==> config.mk <==
export PLATFORM = sky130hd
export DESIGN_NAME = calc_arbiter_flat
export DESIGN_NICKNAME = d
export VERILOG_FILES = /design/src/rtl/calc_arbiter_if.sv /design/src/rtl/calc_arbiter.sv /design/src/flat_wrapper.sv
export SDC_FILE = /design/constraint.sdc
export NUM_CORES = 1
export LEC_CHECK = 0
export ABC_AREA = 1
export ABC_CLOCK_PERIOD_IN_PS = 2050
export BUFFER_PORTS_ARGS = -buffer_cell sky130_fd_sc_hd__buf_2
export CAP_MARGIN = 20
export CORE_ASPECT_RATIO = 1.2
export CORE_UTILIZATION = 49
export DETAILED_ROUTE_END_ITERATION = 6
export PLACE_DENSITY_LB_ADDON = 0.12
export REMOVE_ABC_BUFFERS = 1
export SETUP_SLACK_MARGIN = 0.05
export SLEW_MARGIN = 20
export SYNTH_ARGS = -nofsm -noshare
export SYNTH_HDL_FRONTEND = slang
export SYNTH_SLANG_ARGS = --single-unit
==> constraint.sdc <==
create_clock -name clk -period 2.05 [get_ports clk]
set_input_delay 0.1025 -clock clk [delete_from_list [all_inputs] [get_ports clk]]
set_output_delay 0.1025 -clock clk [all_outputs]
set_load 0.02 [all_outputs]
==> src/rtl/calc_arbiter_if.sv <==
// Request/response and calculator-side signal bundle for calc_arbiter.
// slave is the arbiter's view; master is the view of clients plus calculator.
interface calc_arbiter_if #(
    parameter int unsigned ANCHO = 8
);
    logic             req0_valid;
    logic             req0_ready;
    logic [ANCHO-1:0] req0_a;
    logic [ANCHO-1:0] req0_b;
    logic [1:0]       req0_modo;

    logic             req1_valid;
    logic             req1_ready;
    logic [ANCHO-1:0] req1_a;
    logic [ANCHO-1:0] req1_b;
    logic [1:0]       req1_modo;

    logic             rsp0_valid;
    logic             rsp1_valid;
    logic [ANCHO-1:0] rsp_data;

    logic             calc_en;
    logic [ANCHO-1:0] calc_a;
    logic [ANCHO-1:0] calc_b;
    logic [1:0]       calc_modo;
    logic [ANCHO-1:0] calc_c;

    logic             busy;

    modport slave (
        input  req0_valid, req0_a, req0_b, req0_modo,
        input  req1_valid, req1_a, req1_b, req1_modo,
        input  calc_c,
        output req0_ready, req1_ready,
        output rsp0_valid, rsp1_valid, rsp_data,
        output calc_en, calc_a, calc_b, calc_modo,
        output busy
    );

    modport master (
        output req0_valid, req0_a, req0_b, req0_modo,
        output req1_valid, req1_a, req1_b, req1_modo,
        output calc_c,
        input  req0_ready, req1_ready,
        input  rsp0_valid, rsp1_valid, rsp_data,
        input  calc_en, calc_a, calc_b, calc_modo,
        input  busy
    );
endinterface

==> src/rtl/calc_arbiter.sv <==
// Round-robin arbiter/sequencer in front of the shared calculator: grants one of two
// requesters, runs the calculator for LATENCIA cycles, and returns the captured result.
module calc_arbiter #(
    parameter int unsigned LATENCIA = 2,
    parameter int unsigned ANCHO    = 8
) (
    input logic           clk,
    input logic           rst,
    calc_arbiter_if.slave bus
);

    typedef enum logic [1:0] {StIdle, StBusy, StCapture} state_e;

    localparam logic [3:0] LastCnt = 4'(LATENCIA - 1);

    state_e           state_q, state_d;
    logic             turno_q, turno_d;
    logic             owner_q, owner_d;
    logic [3:0]       cnt_q, cnt_d;
    logic [ANCHO-1:0] a_q, a_d;
    logic [ANCHO-1:0] b_q, b_d;
    logic [1:0]       modo_q, modo_d;
    logic [ANCHO-1:0] data_q, data_d;
    logic             rsp0_q, rsp0_d;
    logic             rsp1_q, rsp1_d;
    logic             grant0, grant1;

    // A lone requester always wins; turno only breaks ties.
    always_comb begin
        grant0 = 1'b0;
        grant1 = 1'b0;
        if (state_q == StIdle) begin
            if (bus.req0_valid && (!bus.req1_valid || !turno_q)) begin
                grant0 = 1'b1;
            end else if (bus.req1_valid) begin
                grant1 = 1'b1;
            end
        end
    end

    always_comb begin
        state_d = state_q;
        turno_d = turno_q;
        owner_d = owner_q;
        cnt_d   = cnt_q;
        a_d     = a_q;
        b_d     = b_q;
        modo_d  = modo_q;
        data_d  = data_q;
        rsp0_d  = 1'b0;
        rsp1_d  = 1'b0;
        unique case (state_q)
            StIdle: begin
                if (grant0 || grant1) begin
                    a_d     = grant1 ? bus.req1_a : bus.req0_a;
                    b_d     = grant1 ? bus.req1_b : bus.req0_b;
                    modo_d  = grant1 ? bus.req1_modo : bus.req0_modo;
                    owner_d = grant1;
                    turno_d = ~grant1;
                    cnt_d   = '0;
                    state_d = StBusy;
                end
            end
            StBusy: begin
                cnt_d = cnt_q + 4'd1;
                if (cnt_q == LastCnt) begin
                    state_d = StCapture;
                end
            end
            StCapture: begin
                data_d  = bus.calc_c;
                rsp0_d  = ~owner_q;
                rsp1_d  = owner_q;
                state_d = StIdle;
            end
            default: state_d = StIdle;
        endcase
    end

    always_ff @(posedge clk or negedge rst) begin
        if (!rst) begin
            state_q <= StIdle;
            turno_q <= 1'b0;
            owner_q <= 1'b0;
            cnt_q   <= '0;
            a_q     <= '0;
            b_q     <= '0;
            modo_q  <= '0;
            data_q  <= '0;
            rsp0_q  <= 1'b0;
            rsp1_q  <= 1'b0;
        end else begin
            state_q <= state_d;
            turno_q <= turno_d;
            owner_q <= owner_d;
            cnt_q   <= cnt_d;
            a_q     <= a_d;
            b_q     <= b_d;
            modo_q  <= modo_d;
            data_q  <= data_d;
            rsp0_q  <= rsp0_d;
            rsp1_q  <= rsp1_d;
        end
    end

    assign bus.req0_ready = grant0;
    assign bus.req1_ready = grant1;
    assign bus.rsp0_valid = rsp0_q;
    assign bus.rsp1_valid = rsp1_q;
    assign bus.rsp_data   = data_q;
    // Enable only while BUSY so the calculator's output register holds through CAPTURE.
    assign bus.calc_en    = (state_q == StBusy);
    assign bus.calc_a     = a_q;
    assign bus.calc_b     = b_q;
    assign bus.calc_modo  = modo_q;
    assign bus.busy       = (state_q != StIdle);

endmodule

==> src/flat_wrapper.sv <==
// flat-port wrapper written by rule: the top's interface ports become plain ports
module calc_arbiter_flat 
#(
    parameter int unsigned LATENCIA = 2,
    parameter int unsigned ANCHO    = 8
)
  (clk, rst, bus_req0_valid, bus_req0_a, bus_req0_b, bus_req0_modo, bus_req1_valid, bus_req1_a, bus_req1_b, bus_req1_modo, bus_calc_c, bus_req0_ready, bus_req1_ready, bus_rsp0_valid, bus_rsp1_valid, bus_rsp_data, bus_calc_en, bus_calc_a, bus_calc_b, bus_calc_modo, bus_busy);
  calc_arbiter_if #(.ANCHO(ANCHO)) bus_i ();
  input logic clk;
  input logic rst;
  input wire logic [$bits(bus_i.req0_valid)-1:0] bus_req0_valid;
  input wire logic [$bits(bus_i.req0_a)-1:0] bus_req0_a;
  input wire logic [$bits(bus_i.req0_b)-1:0] bus_req0_b;
  input wire logic [$bits(bus_i.req0_modo)-1:0] bus_req0_modo;
  input wire logic [$bits(bus_i.req1_valid)-1:0] bus_req1_valid;
  input wire logic [$bits(bus_i.req1_a)-1:0] bus_req1_a;
  input wire logic [$bits(bus_i.req1_b)-1:0] bus_req1_b;
  input wire logic [$bits(bus_i.req1_modo)-1:0] bus_req1_modo;
  input wire logic [$bits(bus_i.calc_c)-1:0] bus_calc_c;
  output wire logic [$bits(bus_i.req0_ready)-1:0] bus_req0_ready;
  output wire logic [$bits(bus_i.req1_ready)-1:0] bus_req1_ready;
  output wire logic [$bits(bus_i.rsp0_valid)-1:0] bus_rsp0_valid;
  output wire logic [$bits(bus_i.rsp1_valid)-1:0] bus_rsp1_valid;
  output wire logic [$bits(bus_i.rsp_data)-1:0] bus_rsp_data;
  output wire logic [$bits(bus_i.calc_en)-1:0] bus_calc_en;
  output wire logic [$bits(bus_i.calc_a)-1:0] bus_calc_a;
  output wire logic [$bits(bus_i.calc_b)-1:0] bus_calc_b;
  output wire logic [$bits(bus_i.calc_modo)-1:0] bus_calc_modo;
  output wire logic [$bits(bus_i.busy)-1:0] bus_busy;
  assign bus_i.req0_valid = bus_req0_valid;
  assign bus_i.req0_a = bus_req0_a;
  assign bus_i.req0_b = bus_req0_b;
  assign bus_i.req0_modo = bus_req0_modo;
  assign bus_i.req1_valid = bus_req1_valid;
  assign bus_i.req1_a = bus_req1_a;
  assign bus_i.req1_b = bus_req1_b;
  assign bus_i.req1_modo = bus_req1_modo;
  assign bus_i.calc_c = bus_calc_c;
  assign bus_req0_ready = bus_i.req0_ready;
  assign bus_req1_ready = bus_i.req1_ready;
  assign bus_rsp0_valid = bus_i.rsp0_valid;
  assign bus_rsp1_valid = bus_i.rsp1_valid;
  assign bus_rsp_data = bus_i.rsp_data;
  assign bus_calc_en = bus_i.calc_en;
  assign bus_calc_a = bus_i.calc_a;
  assign bus_calc_b = bus_i.calc_b;
  assign bus_calc_modo = bus_i.calc_modo;
  assign bus_busy = bus_i.busy;
  calc_arbiter #(.LATENCIA(LATENCIA), .ANCHO(ANCHO)) u_core (.clk(clk), .rst(rst), .bus(bus_i));
endmodule
# --- Word level (Yosys, flattened, before mapping) ---
# Cells that the tools add are included.
classes:
  n_addsub: 1
  eq_ne: 5
  muxes: 15
  n_bitwise: 2
  reduce_logical: 11
op_table:
  columns: ["operator", "n"]
  rows:
  - ["$mux 8", 2]
  - ["$pmux 4 s2", 1]
  - ["$mux 1", 7]
  - ["$mux 2", 3]
  - ["$reduce_and 2->1", 3]
  - ["$add 4x1->4 const B", 1]
  - ["$eq 4x1->1 const B", 1]
  - ["$mux 4", 1]
  - ["$pmux 2 s2", 1]
  - ["$reduce_bool 2->1", 2]
  - ["$eq 2x1->1 const B", 1]
  - ["$eq 2x2->1 const B", 1]
  - ["$logic_not 1->1", 2]
  - ["$logic_not 2->1", 1]
  - ["$logic_or 1x1->1", 2]
  - ["$ne 2x1->1 const B", 1]
  - ["$ne 2x2->1 const B", 1]
  - ["$not 1->1", 2]
  - ["$logic_and 1x1->1", 1]
word_totals:
  ff_bits: 36
  in_bits: 48
  out_inout_bits: 32
  wordCells: 44

# --- Logic depth before layout (Yosys ltp) ---
logic_depth:
  depth_word: 8
  mapped_depth: 7
  depth_no_buf: 6

# --- Worst setup path before layout ---
# Ideal clock, no wire load.
synth_timing:
  path_kind: "register -> register"
  startpoint: "register u_core.state_q[1]"
  endpoint: "register u_core.cnt_q[0]"
  setup_time_ns: 0.066
  arrival_ns: 1.162
  t_required_ns: 1.984
  setup_slack_ns: 0.822
  stages_incl_launch_ff: 5
  n_path_buf: 0
  period_less_slack_ns: 1.228
  path_cell_list: "dfrtp_1 > nor2_2 > inv_1 > or2_2 > nand2_1"
synth_between:
  elab_cells_between_ends: 9
  cone_classes: "2 x eq/ne; 3 x mux; 4 x reduce/logical"
synth_rtl:
  columns: ["element", "line_no", "text"]
  rows:
  - ["start, declared", "calc_arbiter.sv:16", "state_e state_q, state_d;"]
  - ["start signal, assigned", "calc_arbiter.sv:82", "state_q <= StIdle;"]
  - ["start signal, assigned", "calc_arbiter.sv:93", "state_q <= state_d;"]
  - ["$eq 2x1->1 (*)", null, null]
  - ["via bus_calc_en", "flat_wrapper.sv:25", "output wire logic [$bits(bus_i.calc_en)-1:0] bus_calc_en;"]
  - ["$reduce_bool 2->1 (no source line)", null, null]
  - ["$reduce_and 2->1 (no source line)", null, null]
  - ["end signal, assigned", "calc_arbiter.sv:96", "cnt_q <= cnt_d;"]
  - ["end, declared", "calc_arbiter.sv:19", "logic [3:0] cnt_q, cnt_d;"]
# The timed path passes the listed nets; every way through them passes the cells marked *.
# A chain may end at the register's enable or synchronous reset.

# --- Final worst setup path ---
layout_timing:
  startpoint: "register u_core.state_q[1]"
  endpoint: "output port bus_req0_ready"
layout_between:
  elab_chain_len: 2
layout_rtl:
  columns: ["element", "line_no", "text"]
  rows:
  - ["$logic_not 2->1", "calc_arbiter.sv:32", "if (state_q == StIdle) begin"]
  - ["$mux 1", "calc_arbiter.sv:32", null]
  - ["end, declared", "flat_wrapper.sv:20", "output wire logic [$bits(bus_i.req0_ready)-1:0] bus_req0_ready;"]
# No other way between the ends.

==> metrics <==
run status=finished, final reports clean; ratio of routed vias to standard cells=5.05; Total Die Area=3730 sq um; Die X=55.9 um; largest fanout of any net on the critical path=15; sequential share of power=0.348; number of routed nets with antenna violations=0; number of vias after detailed routing=1,575; commonest cells after routing, fill and taps aside=buf_2, nand2_1, nand3_1; critical register-to-register path endpoint=u_core.cnt_q[3]; slowest CP cell=dfrtp_1; final critical delay including setup and external delays=1.78 ns; starting density of the core=0.512; placed wire-length estimate after detailed placement=2.70 mm; Hold Crit Start=bus_req1_b[4]; number of pins exceeding their max-slew limit in the final report=0; portion of synthesized cell area occupied by the leading cell type=0.527; worst slack after detailed placement=0.473 ns; FILL cells=303; final hold violation count=0; H-tree levels=2; detailed-router iteration count before antenna repair=4; Power Total=3.53 mW; number of rows created at floorplan=23; register clock-pin slew on the reported worst setup and hold paths=0.07 ns; Worst Hold End=u_core.bus.calc_b[4]; fraction of power consumed by the clock network=0.178; top cells by area, synth=dfrtp_1, nand3_1, nand2_1; Crit. End Element=output port; startpoint of the worst-slack reg-to-reg timing path=u_core.state_q[1]; number of CTS-inserted buffers=5; most common cell after layout, fill and taps aside=buf_2; largest net degree at the start of global routing=37; total detailed-routing wirelength=3.74 mm; final setup TNS=0 ns; number of nets in the finished design=324; clock latency on the worst-skew pair=0.29 ns; sequential area share after synthesis=0.527; routed wire length per instance=12.0 um; Lkg Pwr=1.28 nW; switching power=1.51 mW; number of buffers inserted by post-CTS setup repair=0; startpoint-to-endpoint class of the critical path=register to output port; Peak supply drop=0.00101 V; ports placed on the boundary=80; part of the power in combinational logic=0.473; Netlist cell types=21; depth of the worst register-to-register path=5; initial antenna violation count=0; max capacitance violation total=0; buffering stage count on the worst path with inverters included=2; post-route worst setup slack=0.265 ns; final setup violating endpoints=0; CTS tree=done; GRT Overall Usage=0.214; worst clock skew on the final layout=0.00647 ns; setup slack, reg-to-reg=0.58 ns; data arrival time of the critical path=1.68 ns; Syn Inst Count=193; cell at the root of the clock tree=clkbuf_8; delay contributed by the slowest stage of the critical path=0.41 ns; biggest area consumer among synthesized cells=dfrtp_1; wire length of the first global-routing pass=6.12 mm; Post-route DRC=0; required time reported for the critical path endpoint=1.95 ns; family of cells with the greatest summed delay on the critical path=simple AND/OR/NAND/NOR gates; clock net sink count=36; number of warnings issued by yosys=0; Worst Hold Path Cells=3; global placement routability congestion=0.807; list of cells traversed by the critical path=nor2_2 > nand3_4 > inv_2 > buf_2; maximum number of buffers from clock root to sink=2; worst hold path type=primary input to register; post-synthesis cell area=1710 sq um; number of port buffers=79; # diodes=0; global route overflow=0; Internal Pwr Total=2.03 mW; headroom to the max-slew limit=0.492; post-synthesis sequential element count=36; floorplan core area=3340 sq um; Switching Fraction=0.426; share of the clock period used by the worst path=0.871; vias in the first global route=1,491; worst slack on hold paths=0.0224 ns; layout overhead on the synthesized area=31.9%; RSZ-0062 raised after global routing=no; mean area per synthesized cell=8.86 sq um; Detailed Route Iter0 Violations=40; fraction of final layout cells sized beyond drive strength 1=0.396; Slew @ Worst Pin=0.762 ns; power density cells=1570 nW/um^2; Worst setup SP type=register; Fmax achieved=560 MHz; vertical die dimension=66.7 um
-- repair_timing --
action                                 4_1_cts  5_1_grt
gates resized for setup                      0        1
setup endpoints to repair                    0        1
hold buffers                                 1        0
endpoints found under the hold margin       36        0
-- worst register-to-register path: stages, from the launching register on --
cell	delay (ns)
dfrtp_1	0.41
nor2_2	0.31
nand3_4	0.26
buf_4	0.25
nand4_1	0.09
nand2_1	0.05
-- metal layers --
metal | GRT usage | vias up | routed length [um] | part of all wire
met5 | 0 | - | 0 | 0
met4 | 0.0915 | 0 | 74 | 0.020
met3 | 0.0641 | 8 | 221 | 0.059
met2 | 0.390 | 55 | 1910 | 0.51
met1 | 0.232 | 729 | 1540 | 0.41
li1 | - | 783 | - | -
-- cell families (layout without fill, tap and decap cells) --
family                     after synthesis  in the layout  synth area share
and+or+nand+nor                        107            107             0.298
buffers and inverters                   35            117            0.0849
muxes                                    8              8            0.0527
AOI/OAI and AO/OA                        4              4            0.0183
adders and majority gates                2              2            0.0146
DFF                                     36             36             0.527
xor gates and xnor gates                 1              1           0.00512
-- worst max-delay path by stage --
stage               cells after the start  slack, ns         startpoint                    to
floorplan                               5       0.41  u_core.state_q[1]  u_core.bus.calc_a[0]
global placement                        4       0.49  u_core.state_q[1]        bus_req0_ready
detailed placement                      4       0.47  u_core.state_q[1]        bus_req0_ready
CTS                                     4       0.14  u_core.state_q[1]        bus_req0_ready
global route                            4       0.16  u_core.state_q[1]        bus_req0_ready
finish                                  4       0.27  u_core.state_q[1]        bus_req0_ready
-- cell usage after synthesis (all sizes together) --
library cell and count:
nand3 40, o21ai 1, ha 2, a21oi 3
xor2 1, mux2 8, buf 9, or2 2
nand2 47, nor2 7, dfrtp 36, nand4 11
inv 26
-- power groups by stage --
stage	logic, mW	clock network, mW	registers (mW)
4_1_cts	1.69	0.642	1.23
5_1_grt	1.85	0.670	1.27
6_report	1.67	0.631	1.23
3_3_place_gp	1.65	0	1.24
3_5_place_dp	1.68	0	1.24
2_1_floorplan	0.793	0	1.56
-- through the flow --
stage          cell area [sq um]   util  cells
2_1_floorplan               1660      -    184
3_3_place_gp                2130  0.637    303
3_5_place_dp                2130  0.637    303
4_1_cts                     2250  0.674    312
5_1_grt                     2260  0.676    312
6_report                    2260  0.676    312
-- state kept, by name, indices dropped and copies added, names as in the netlist --
register	cells
u_core.bus.calc_b	8
u_core.bus.calc_a	8
u_core.bus.calc_modo	2
u_core.state_q	2
u_core.bus.rsp_data	8
u_core.owner_q	1
u_core.cnt_q	4
u_core.turno_q	1
u_core.bus.rsp0_valid	1
u_core.bus.rsp1_valid	1
-- area by class of cell --
cell class,count,area [sq um],area share
timing repair buffer,83,428,0.190
sequential,36,901,0.399
inverter,26,97.6,0.0433
tap,37,46.3,0.0205
multi-input combinational,122,672,0.298
clock inverter,3,42.5,0.0189
clock buffer,5,68.8,0.0305
No activity file was read; power rests on OpenSTA's default activity.
